### config.mk
export PLATFORM = sky130hd
export DESIGN_NAME = btn_toggle_debounce
export DESIGN_NICKNAME = d
export VERILOG_FILES = /design/src/rtl/btn_toggle_debounce.sv
export SDC_FILE = /design/constraint.sdc
export NUM_CORES = 1
export LEC_CHECK = 0
export CORE_AREA = 8 8 45 47
export DETAILED_ROUTE_END_ITERATION = 16
export DIE_AREA = 0 0 53 55
export GPL_ROUTABILITY_DRIVEN = 0
export PLACE_DENSITY = 0.5
export SKIP_CTS_REPAIR_TIMING = 1
export SLEW_MARGIN = 20
export SYNTH_ARGS = -nofsm -noshare
export SYNTH_HDL_FRONTEND = slang
export SYNTH_SLANG_ARGS = --single-unit
### constraint.sdc
create_clock -name clk -period 1.3 [get_ports clk]
set_input_delay 0.13 -clock clk [delete_from_list [all_inputs] [get_ports clk]]
set_output_delay 0.13 -clock clk [all_outputs]
set_load 0.01 [all_outputs]
### src/rtl/btn_toggle_debounce.sv
// btn_toggle_debounce: synchronised, debounced pushbutton giving press/release pulses and a clean level
module btn_toggle_debounce #(
  parameter int SYNC_STAGES     = 2,
  parameter int DEBOUNCE_CYCLES = 4,
  parameter bit BTN_ACTIVE_LOW  = 1'b0
) (
  input  logic clk,
  input  logic rst_n,
  input  logic btn_in,
  output logic t_pulse,
  output logic rel_pulse,
  output logic btn_level
);
  localparam int CW = $clog2(DEBOUNCE_CYCLES + 1);
  localparam logic [CW-1:0] CNT_ONE  = CW'(1);
  localparam logic [CW-1:0] CNT_LAST = CW'(DEBOUNCE_CYCLES - 1);
  localparam bit DIRECT = (DEBOUNCE_CYCLES == 1);
  typedef enum logic [1:0] {IDLE, WAIT_PRESS, PRESSED, WAIT_REL} state_t;
  state_t state_q, state_d;
  logic [CW-1:0] cnt_q, cnt_d;
  logic [SYNC_STAGES-1:0] sync_q, sync_d;
  logic t_pulse_q, t_pulse_d;
  logic rel_pulse_q, rel_pulse_d;
  logic btn_level_q, btn_level_d;
  logic press_s;
  assign sync_d  = {sync_q[SYNC_STAGES-2:0], btn_in ^ BTN_ACTIVE_LOW};
  assign press_s = sync_q[SYNC_STAGES-1];
  always_ff @(posedge clk or negedge rst_n) begin
    if (!rst_n) begin
      sync_q      <= '0;
      state_q     <= IDLE;
      cnt_q       <= '0;
      t_pulse_q   <= 1'b0;
      rel_pulse_q <= 1'b0;
      btn_level_q <= 1'b0;
    end else begin
      sync_q      <= sync_d;
      state_q     <= state_d;
      cnt_q       <= cnt_d;
      t_pulse_q   <= t_pulse_d;
      rel_pulse_q <= rel_pulse_d;
      btn_level_q <= btn_level_d;
    end
  end
  always_comb begin
    state_d = state_q;
    cnt_d   = cnt_q;
    case (state_q)
      IDLE: begin
        cnt_d   = press_s ? CNT_ONE : '0;
        state_d = !press_s ? IDLE : DIRECT ? PRESSED : WAIT_PRESS;
      end
      WAIT_PRESS: begin
        cnt_d   = (press_s && cnt_q != CNT_LAST) ? cnt_q + CNT_ONE : '0;
        state_d = !press_s ? IDLE : (cnt_q == CNT_LAST) ? PRESSED : WAIT_PRESS;
      end
      PRESSED: begin
        cnt_d   = !press_s ? CNT_ONE : '0;
        state_d = press_s ? PRESSED : DIRECT ? IDLE : WAIT_REL;
      end
      WAIT_REL: begin
        cnt_d   = (!press_s && cnt_q != CNT_LAST) ? cnt_q + CNT_ONE : '0;
        state_d = press_s ? PRESSED : (cnt_q == CNT_LAST) ? IDLE : WAIT_REL;
      end
      default: begin
        cnt_d   = '0;
        state_d = IDLE;
      end
    endcase
  end
  always_comb begin
    t_pulse_d   = (state_d == PRESSED) && (state_q == IDLE || state_q == WAIT_PRESS);
    rel_pulse_d = (state_d == IDLE) && (state_q == PRESSED || state_q == WAIT_REL);
    btn_level_d = (state_d == PRESSED) || (state_d == WAIT_REL);
  end
  assign t_pulse   = t_pulse_q;
  assign rel_pulse = rel_pulse_q;
  assign btn_level = btn_level_q;
endmodule
==> run_results.csv, run 1 <==
group,metric,value,unit
power,swShare,0.273,
drt,final_antenna_net_count,0,
power,share_seq_of_total_power,0.473,
setup_path,critPathMaxFanout,2,
sta,relSlewSlack,0.716,
finish,stdcell_area,500,µm²
cts,cts_max_path_buffers,2,
drt,wire_per_inst,11.3,µm
synth,synth_top_family_by_area,"simple AND/OR/NAND/NOR gates",
synth,synth_top_cell_by_area,"dfrtp_1",
global_routing,grt_pass1_wl,966,µm
power,netSwitchingPower,0.264,mW
finish,final_util,0.362,
power,combPwrFrac,0.247,
sta,slew_violations,0,
floorplanning,core,0.00138,mm²
synth,syn-instance-count,26,
synth,yosys_warnings,0,
setup_path,startpoint_type,"flop",
finish,multi_input_area,138,µm²
sta,grt_setup_unrepaired,"true",
cts,htree_levels,1,
placed_design,placed_cell_area,454,µm²
sta,finalSetupTns,0,ns
global_routing,antenna_found_initial,0,
drt,drt_iter0_drc,2,
placed_design,port_buffers,5,
global_routing,grt_overflow,0,
synth,synthMuxAreaShare,0.0586,
synth,ys_seq_area_frac,0.651,
floorplanning,die_y,55,µm
sta,fmaxAchievable,774,MHz
drt,drc,0,
min_path,hold_class,"in -> async",
finish,insertedDiodeCount,0,
sta,tightest_slew,0.425,ns
sta,finalHoldViolCount,0,
setup_path,cp-end-kind,"flop",
cts,insertion_delay,0.26,ns
synth,syn_area_per_cell,14.8,µm²
placed_design,dp.final_hpwl,446,µm
synth,synthAdderAreaFrac,0.0977,
finish,fillers,132,
floorplanning,die_area,0.00292,mm²
finish,seq_area,250,µm²
power,power_frac_clock,0.280,
finish,layout_common_cells,"dfrtp_1, clkdlybuf4s50_1, clkbuf_4",
synth,synth_area_leaders,"dfrtp_1, ha_1, mux2_2, nor3b_1, and4bb_2",
floorplanning,ioPinCount,6,
floorplanning,std_cell_rows,14,
sta,clock_skew,0.00800,ns
sta,finalSetupViolCount,0,
run,cap_viol_max_count,0,
power,internal_power,0.703,mW
synth,synth_compound_area_frac,0.0326,
global_routing,first_global_vias,225,
synth,yosys.area_share.simple,0.127,
cts,cts_sinks,10,
sta,period_needed,1.29,ns
synth,syn_nets,32,
finish,drive_gt1_frac,0.286,
cts,cts_tree,"built",
sta,finalCritPeriodShare,0.993,
global_routing,grt_max_degree,11,
synth,synthDistinctLibCells,13,
drt,postRouteWirelength,577,µm
global_routing,grt_use_total,0.0502,
finish,final_common_cell,"dfrtp_1",
drt,avgViaCountPerCell,4.43,
cts,clk_pin_slew_worst_paths,0.07,ns
finish,syn2layout_area_growth,30.3,%
synth,ys_seq_elements,10,
power,power.density,1930,mW/mm²
synth,synth_xor_area_frac,0.0228,
setup_path,arrival,1.43,ns
synth,synth_top_area_frac,0.651,
drt,num_vias,226,
synth,syn-cell-area,384,µm²
floorplanning,initial_core_util,0.278,
cts,cts_buffers,3,
power,ir_drop,840,µV
power,leakagePower,0.230,nW
setup_path,required,1.44,ns
cts,cts_root_buf,"clkbuf_4",
setup_path,worstSetupPathType,"reg -> reg",
outcome,outcome,"complete, no violations",
setup_path,ff2ff_setup_slack,0.008,ns
floorplanning,dieWidth,53,µm
finish,nNetsFinal,42,
drt,drt_pass1_iterations,2,
==> sequential cells by signal (all words and copies together) (netlist names) <==
| register | flops |
|---|---|
| state_q | 2 |
| btn_level | 1 |
| rel_pulse | 1 |
| cnt_q | 3 |
| t_pulse | 1 |
| sync_q | 2 |
==> cell type report <==
type                       instances  share of cell area
sequential                        10               0.500
multi-input combinational         15               0.275
timing repair buffer               5               0.105
clock buffer                       4              0.0725
tap                               16              0.0400
inverter                           1             0.00750
==> cells in the mapped netlist <==
master / number
dfrtp_1: 10
ha_1: 3
mux2_2: 2
nor3b_1: 2
a21oi_1: 1
and4bb_2: 1
inv_1: 1
nand2_1: 1
nand3_1: 1
nor2_1: 1
nor4b_1: 1
o21a_1: 1
xnor2_1: 1
==> routing by layer <==
metal / vias to the layer above / routed length [µm] / GRT usage
met4: 0 / 9 / 0.0647
met5: - / 0 / 0
met2: 4 / 308 / 0.0723
li1: 107 / - / -
met1: 113 / 235 / 0.0421
met3: 2 / 23 / 0.0321
==> power groups by stage <==
stage	clock network, mW	registers [mW]	logic (mW)
final	0.271	0.457	0.239
after global routing	0.297	0.468	0.252
after CTS	0.282	0.452	0.233
after detailed placement	0	0.458	0.230
after global placement	0	0.453	0.217
after floorplan	0	0.454	0.147
==> logic make-up after synthesis <==
group	Yosys count
xor gates and xnor gates	1
AOI/OAI and AO/OA	2
buffers and inverters	1
adders and majority gates	3
muxes	2
DFF	10
and+or+nand+nor	7
==> stage by stage <==
| stage | setup WS, ns | total power [mW] | instances | hold slack (ns) |
|---|---|---|---|---|
| after floorplan | 0.0176 | 0.602 | 26 | -0.166 |
| after global routing | -0.0274 | 1.02 | 51 | 0.186 |
| after detailed placement | -0.0479 | 0.688 | 47 | 0.343 |
| after CTS | -0.0685 | 0.967 | 51 | 0.170 |
| final | 0.00848 | 0.967 | 51 | 0.169 |
| after global placement | -0.0397 | 0.670 | 47 | 0.341 |
==> final timing paths <==
check | start | cells after the start | end
hold reg to reg | sync_q[0] | 0 | sync_q[1]
hold / removal | rst_n | 1 | t_pulse
max in group asynchronous | rst_n | 1 | sync_q[1]
setup / recovery | cnt_q[0] | 4 | state_q[1]
setup reg to reg | cnt_q[0] | 4 | state_q[1]
min in group clk | btn_in | 1 | sync_q[0]
==> worst max-delay path: stages (launching register included) <==
cell and delay, ns:
dfrtp_1 0.38, ha_2 0.18, ha_2 0.18, nand2_2 0.09
mux2_2 0.34
Note: power is estimated with default switching activity, not from simulation.
==> run 2: changes to the inputs <==
DONT_BUFFER_PORTS = 1   (was default)
PLACE_DENSITY = 0.44   (was 0.5)
==> run_results.csv, run 2 (synthesis gave the netlist of run 1 again) <==
group,metric,value,unit
outcome,outcome,"complete, no violations",
sta,fmaxAchievable,792,MHz
drt,num_vias,211,
global_routing,grt_pass1_wl,1030,µm
sta,finalSetupTns,0,ns
finish,drive_gt1_frac,0.438,
finish,top_regs,"cnt_q: 3 flops, state_q: 2 flops, sync_q: 2 flops",
drt,drt_iter0_drc,1,
drt,wire_per_inst,12.6,µm
min_path,hold_class,"in -> async",
sta,finalSetupViolCount,0,
placed_design,pre_cts_slack,-0.0616,ns
cts,insertion_delay,0.25,ns
drt,postRouteWirelength,606,µm
setup_path,arrival,1.40,ns
setup_path,cp-end-kind,"flop",
run,cap_viol_max_count,0,
setup_path,r2r_end,"state_q[1]",
setup_path,required,1.44,ns
floorplanning,initial_core_util,0.278,
global_routing,antenna_found_initial,0,
sta,setup_slack,0.0368,ns
setup_path,cp_cell_sequence,"ha_2 -> ha_4 -> nand2_2 -> mux2_2",
global_routing,grt_use_total,0.0528,
sta,slew_violations,0,
power,share_seq_of_total_power,0.510,
power,power.density,1840,mW/mm²
global_routing,first_global_vias,233,
setup_path,critPathMaxStageDelay,0.37,ns
power,leakagePower,0.210,nW
finish,syn2layout_area_growth,31.3,%
drt,final_antenna_net_count,0,
power,power_frac_clock,0.207,
sta,tightest_slew,0.440,ns
finish,largest_register_ff_count,3,
floorplanning,die_y,55,µm
power,combPwrFrac,0.283,
placed_design,dp.final_hpwl,463,µm
global_routing,grt_overflow,0,
finish,fillers,131,
sta,period_needed,1.26,ns
sta,relSlewSlack,0.705,
cts,htree_levels,1,
sta,clock_skew,0.00161,ns
drt,drt_pass1_iterations,3,
finish,regMostFlops,"cnt_q",
drt,avgViaCountPerCell,4.40,
setup_path,slowest_stage,"dfrtp_1",
drt,drc,0,
cts,cts_sinks,10,
finish,insertedDiodeCount,0,
power,netSwitchingPower,0.274,mW
setup_path,worstSetupStartpoint,"cnt_q[1]",
finish,layout_common_cells,"dfrtp_1, clkbuf_4, ha_4, dlygate4sd3_1",
floorplanning,ioPinCount,6,
finish,final_common_cell,"dfrtp_1",
cts,cts_max_path_buffers,2,
cts,clk_pin_slew_worst_paths,0.06,ns
setup_path,startpoint_type,"flop",
cts,cts_root_buf,"clkbuf_4",
setup_path,worstSetupPathType,"reg -> reg",
cts,cts_tree,"built",
floorplanning,dieWidth,53,µm
finish,nNetsFinal,40,
setup_path,critPathMaxFanout,2,
setup_path,ff2ff_setup_slack,0.04,ns
floorplanning,core,0.00138,mm²
sta,grt_setup_unrepaired,"false",
global_routing,grt_max_degree,11,
cts,cts_buffers,3,
setup_path,r2r_start,"cnt_q[1]",
placed_design,port_buffers,0,
floorplanning,std_cell_rows,14,
power,internal_power,0.657,mW
sta,finalCritPeriodShare,0.972,
power,ir_drop,744,µV
floorplanning,die_area,0.00292,mm²
power,swShare,0.294,
setup_path,rr_worst_depth,4,
sta,finalHoldViolCount,0,
-- run 2: area by class of cell --
class | instances | area [µm²] | area share
flip-flops and latches | 10 | 250 | 0.496
multi-input cells | 15 | 180 | 0.357
repair buffers | 3 | 27.5 | 0.0546
clock buffers | 3 | 22.5 | 0.0447
well taps | 16 | 20.0 | 0.0397
inverters | 1 | 3.75 | 0.00744
-- run 2: worst max path at each step --
| stage | endpoint | slack [ns] |
|---|---|---|
| 5_1_grt | state_q[1] | 0.001 |
| 3_5_place_dp | cnt_q[2] | -0.06 |
| 6_report | state_q[1] | 0.04 |
| 4_1_cts | cnt_q[2] | -0.08 |
| 2_1_floorplan | btn_level | 0.02 |
| 3_3_place_gp | btn_level | -0.05 |
-- run 2: routing by layer --
metal  track usage  vias to the layer above  routed length [µm]
li1              -                      104                   -
met1        0.0465                      102                 237
met2        0.0820                        3                 338
met3        0.0241                        2                  24
met4        0.0647                        0                   6
met5             0                        -                   0
-- run 2: power by group through the flow --
stage / clock network [mW] / logic [mW] / registers [mW]
floorplan: 0 / 0.147 / 0.454
global placement: 0 / 0.182 / 0.465
detailed placement: 0 / 0.194 / 0.468
CTS: 0.205 / 0.194 / 0.463
global route: 0.222 / 0.297 / 0.483
finish: 0.193 / 0.263 / 0.474
-- run 2: worst max-delay path, delay by kind of cell (launching register included) --
kind                       cells  cell delay, ns
and+or+nand+nor                1            0.08
adders and majority gates      2            0.37
muxes                          1            0.32
DFF                            1            0.37
-- run 2: metrics by stage --
step                std cells  area [µm²]  power, mW  utilization  hold slack [ns]
detailed placement         43         412      0.662        0.297           -0.165
floorplan                  26         384      0.602            -           -0.166
CTS                        46         434      0.862        0.314           -0.445
global placement           43         412      0.647        0.297           -0.165
global route               48         504       1.00        0.364            0.277
finish                     48         504      0.930        0.364            0.256
==> run 3: changes to the inputs <==
CELL_PAD_IN_SITES_DETAIL_PLACEMENT = 1   (was default)
CELL_PAD_IN_SITES_GLOBAL_PLACEMENT = 1   (was default)
PLACE_DENSITY = 0.51   (was 0.44)
==> run_results.csv, run 3 (synthesis gave the netlist of run 1 again) <==
group,metric,value,unit
sta,finalSetupTns,0,ns
setup_path,cp_cell_sequence,"ha_2 -> ha_2 -> nand2_2 -> mux2_2",
sta,finalSetupViolCount,0,
placed_design,port_buffers,0,
sta,fmaxAchievable,787,MHz
power,share_seq_of_total_power,0.486,
drt,wire_per_inst,13.6,µm
global_routing,grt_max_degree,11,
setup_path,slowest_stage,"dfrtp_1",
cts,cts_root_buf,"clkbuf_4",
global_routing,first_global_vias,249,
sta,finalCritPeriodShare,0.978,
global_routing,grt_pass1_wl,1080,µm
cts,cts_max_path_buffers,2,
power,power.density,2020,mW/mm²
sta,finalHoldViolCount,0,
power,power_frac_clock,0.286,
finish,top_regs,"cnt_q: 3 flops, state_q: 2 flops, sync_q: 2 flops",
power,leakagePower,0.205,nW
finish,largest_register_ff_count,3,
cts,cts_buffers,3,
sta,slew_violations,0,
sta,grt_setup_unrepaired,"true",
setup_path,required,1.45,ns
power,p_total,0.968,mW
setup_path,critPathMaxStageDelay,0.38,ns
sta,tightest_slew,0.451,ns
floorplanning,die_y,55,µm
finish,layout_common_cells,"dfrtp_1, ha_2, clkbuf_4",
finish,final_common_cell,"dfrtp_1",
power,internal_power,0.695,mW
finish,drive_gt1_frac,0.364,
drt,drt_pass1_iterations,1,
power,ir_drop,892,µV
cts,insertion_delay,0.26,ns
setup_path,worst_path_dominant_cell_family,"flip-flops",
floorplanning,die_area,0.00292,mm²
run,cap_viol_max_count,0,
setup_path,cp-end-kind,"flop",
sta,relSlewSlack,0.698,
cts,cts_tree,"built",
outcome,outcome,"complete, no violations",
drt,drt_iter0_drc,0,
power,swShare,0.282,
floorplanning,std_cell_rows,14,
sta,clock_skew,0.00332,ns
setup_path,startpoint_type,"flop",
placed_design,pre_cts_slack,-0.0584,ns
drt,num_vias,229,
cts,htree_levels,1,
global_routing,antenna_found_initial,0,
setup_path,arrival,1.42,ns
cts,clk_pin_slew_worst_paths,0.07,ns
power,netSwitchingPower,0.273,mW
finish,nNetsFinal,40,
sta,period_needed,1.27,ns
finish,syn2layout_area_growth,24.4,%
global_routing,grt_use_total,0.0573,
floorplanning,dieWidth,53,µm
min_path,hold_class,"in -> async",
finish,regMostFlops,"cnt_q",
floorplanning,core,0.00138,mm²
cts,cts_sinks,10,
setup_path,worst_path_most_repeated_cell,"ha_2",
drt,final_antenna_net_count,0,
global_routing,grt_overflow,0,
power,combPwrFrac,0.228,
floorplanning,ioPinCount,6,
floorplanning,initial_core_util,0.278,
drt,postRouteWirelength,667,µm
sta,setup_slack,0.0287,ns
setup_path,worstSetupPathType,"reg -> reg",
setup_path,critPathMaxFanout,2,
setup_path,critical_path_buf_inv_count,0,
drt,drc,0,
finish,insertedDiodeCount,0,
drt,avgViaCountPerCell,4.67,
run 3: stage by stage:
| stage | instance area, µm² | util | std cells | hold WS (ns) |
|---|---|---|---|---|
| floorplan | 384 | - | 26 | -0.166 |
| global placement | 404 | 0.292 | 42 | -0.165 |
| detailed placement | 404 | 0.292 | 42 | -0.165 |
| CTS | 440 | 0.318 | 46 | -0.457 |
| global route | 478 | 0.345 | 49 | 0.271 |
| finish | 478 | 0.345 | 49 | 0.244 |
run 3: final cells by class:
| type | count | area, µm² |
|---|---|---|
| Clock buffer | 4 | 36.3 |
| Fill cell | 151 | 906 |
| Inverter | 1 | 3.75 |
| Multi-Input combinational cell | 15 | 140 |
| Sequential cell | 10 | 250 |
| Tap cell | 16 | 20.0 |
| Timing Repair Buffer | 3 | 27.5 |
run 3: worst paths after layout:
kind / slack [ns] / start / to / depth (start not counted)
max in group asynchronous: 0.74 / rst_n / sync_q[0] / 1
min: 0.24 / rst_n / rel_pulse / 1
min in group clk: 0.36 / sync_q[0] / sync_q[1] / 0
max reg2reg: 0.03 / cnt_q[0] / state_q[1] / 4
max: 0.03 / cnt_q[0] / state_q[1] / 4
min reg2reg: 0.36 / sync_q[0] / sync_q[1] / 0
run 3: layer usage:
| layer | vias up | share of wire | track usage |
|---|---|---|---|
| li1 | 103 | - | - |
| met1 | 116 | 0.36 | 0.0467 |
| met2 | 8 | 0.50 | 0.0859 |
| met3 | 2 | 0.12 | 0.0561 |
| met4 | 0 | 0.024 | 0.0388 |
| met5 | - | 0 | 0 |
run 3: power groups by stage:
| stage | Clock (mW) | Combinational [mW] | Sequential [mW] |
|---|---|---|---|
| floorplan | 0 | 0.147 | 0.454 |
| global placement | 0 | 0.173 | 0.471 |
| detailed placement | 0 | 0.180 | 0.475 |
| CTS | 0.288 | 0.180 | 0.469 |
| global route | 0.310 | 0.256 | 0.482 |
| finish | 0.277 | 0.221 | 0.470 |
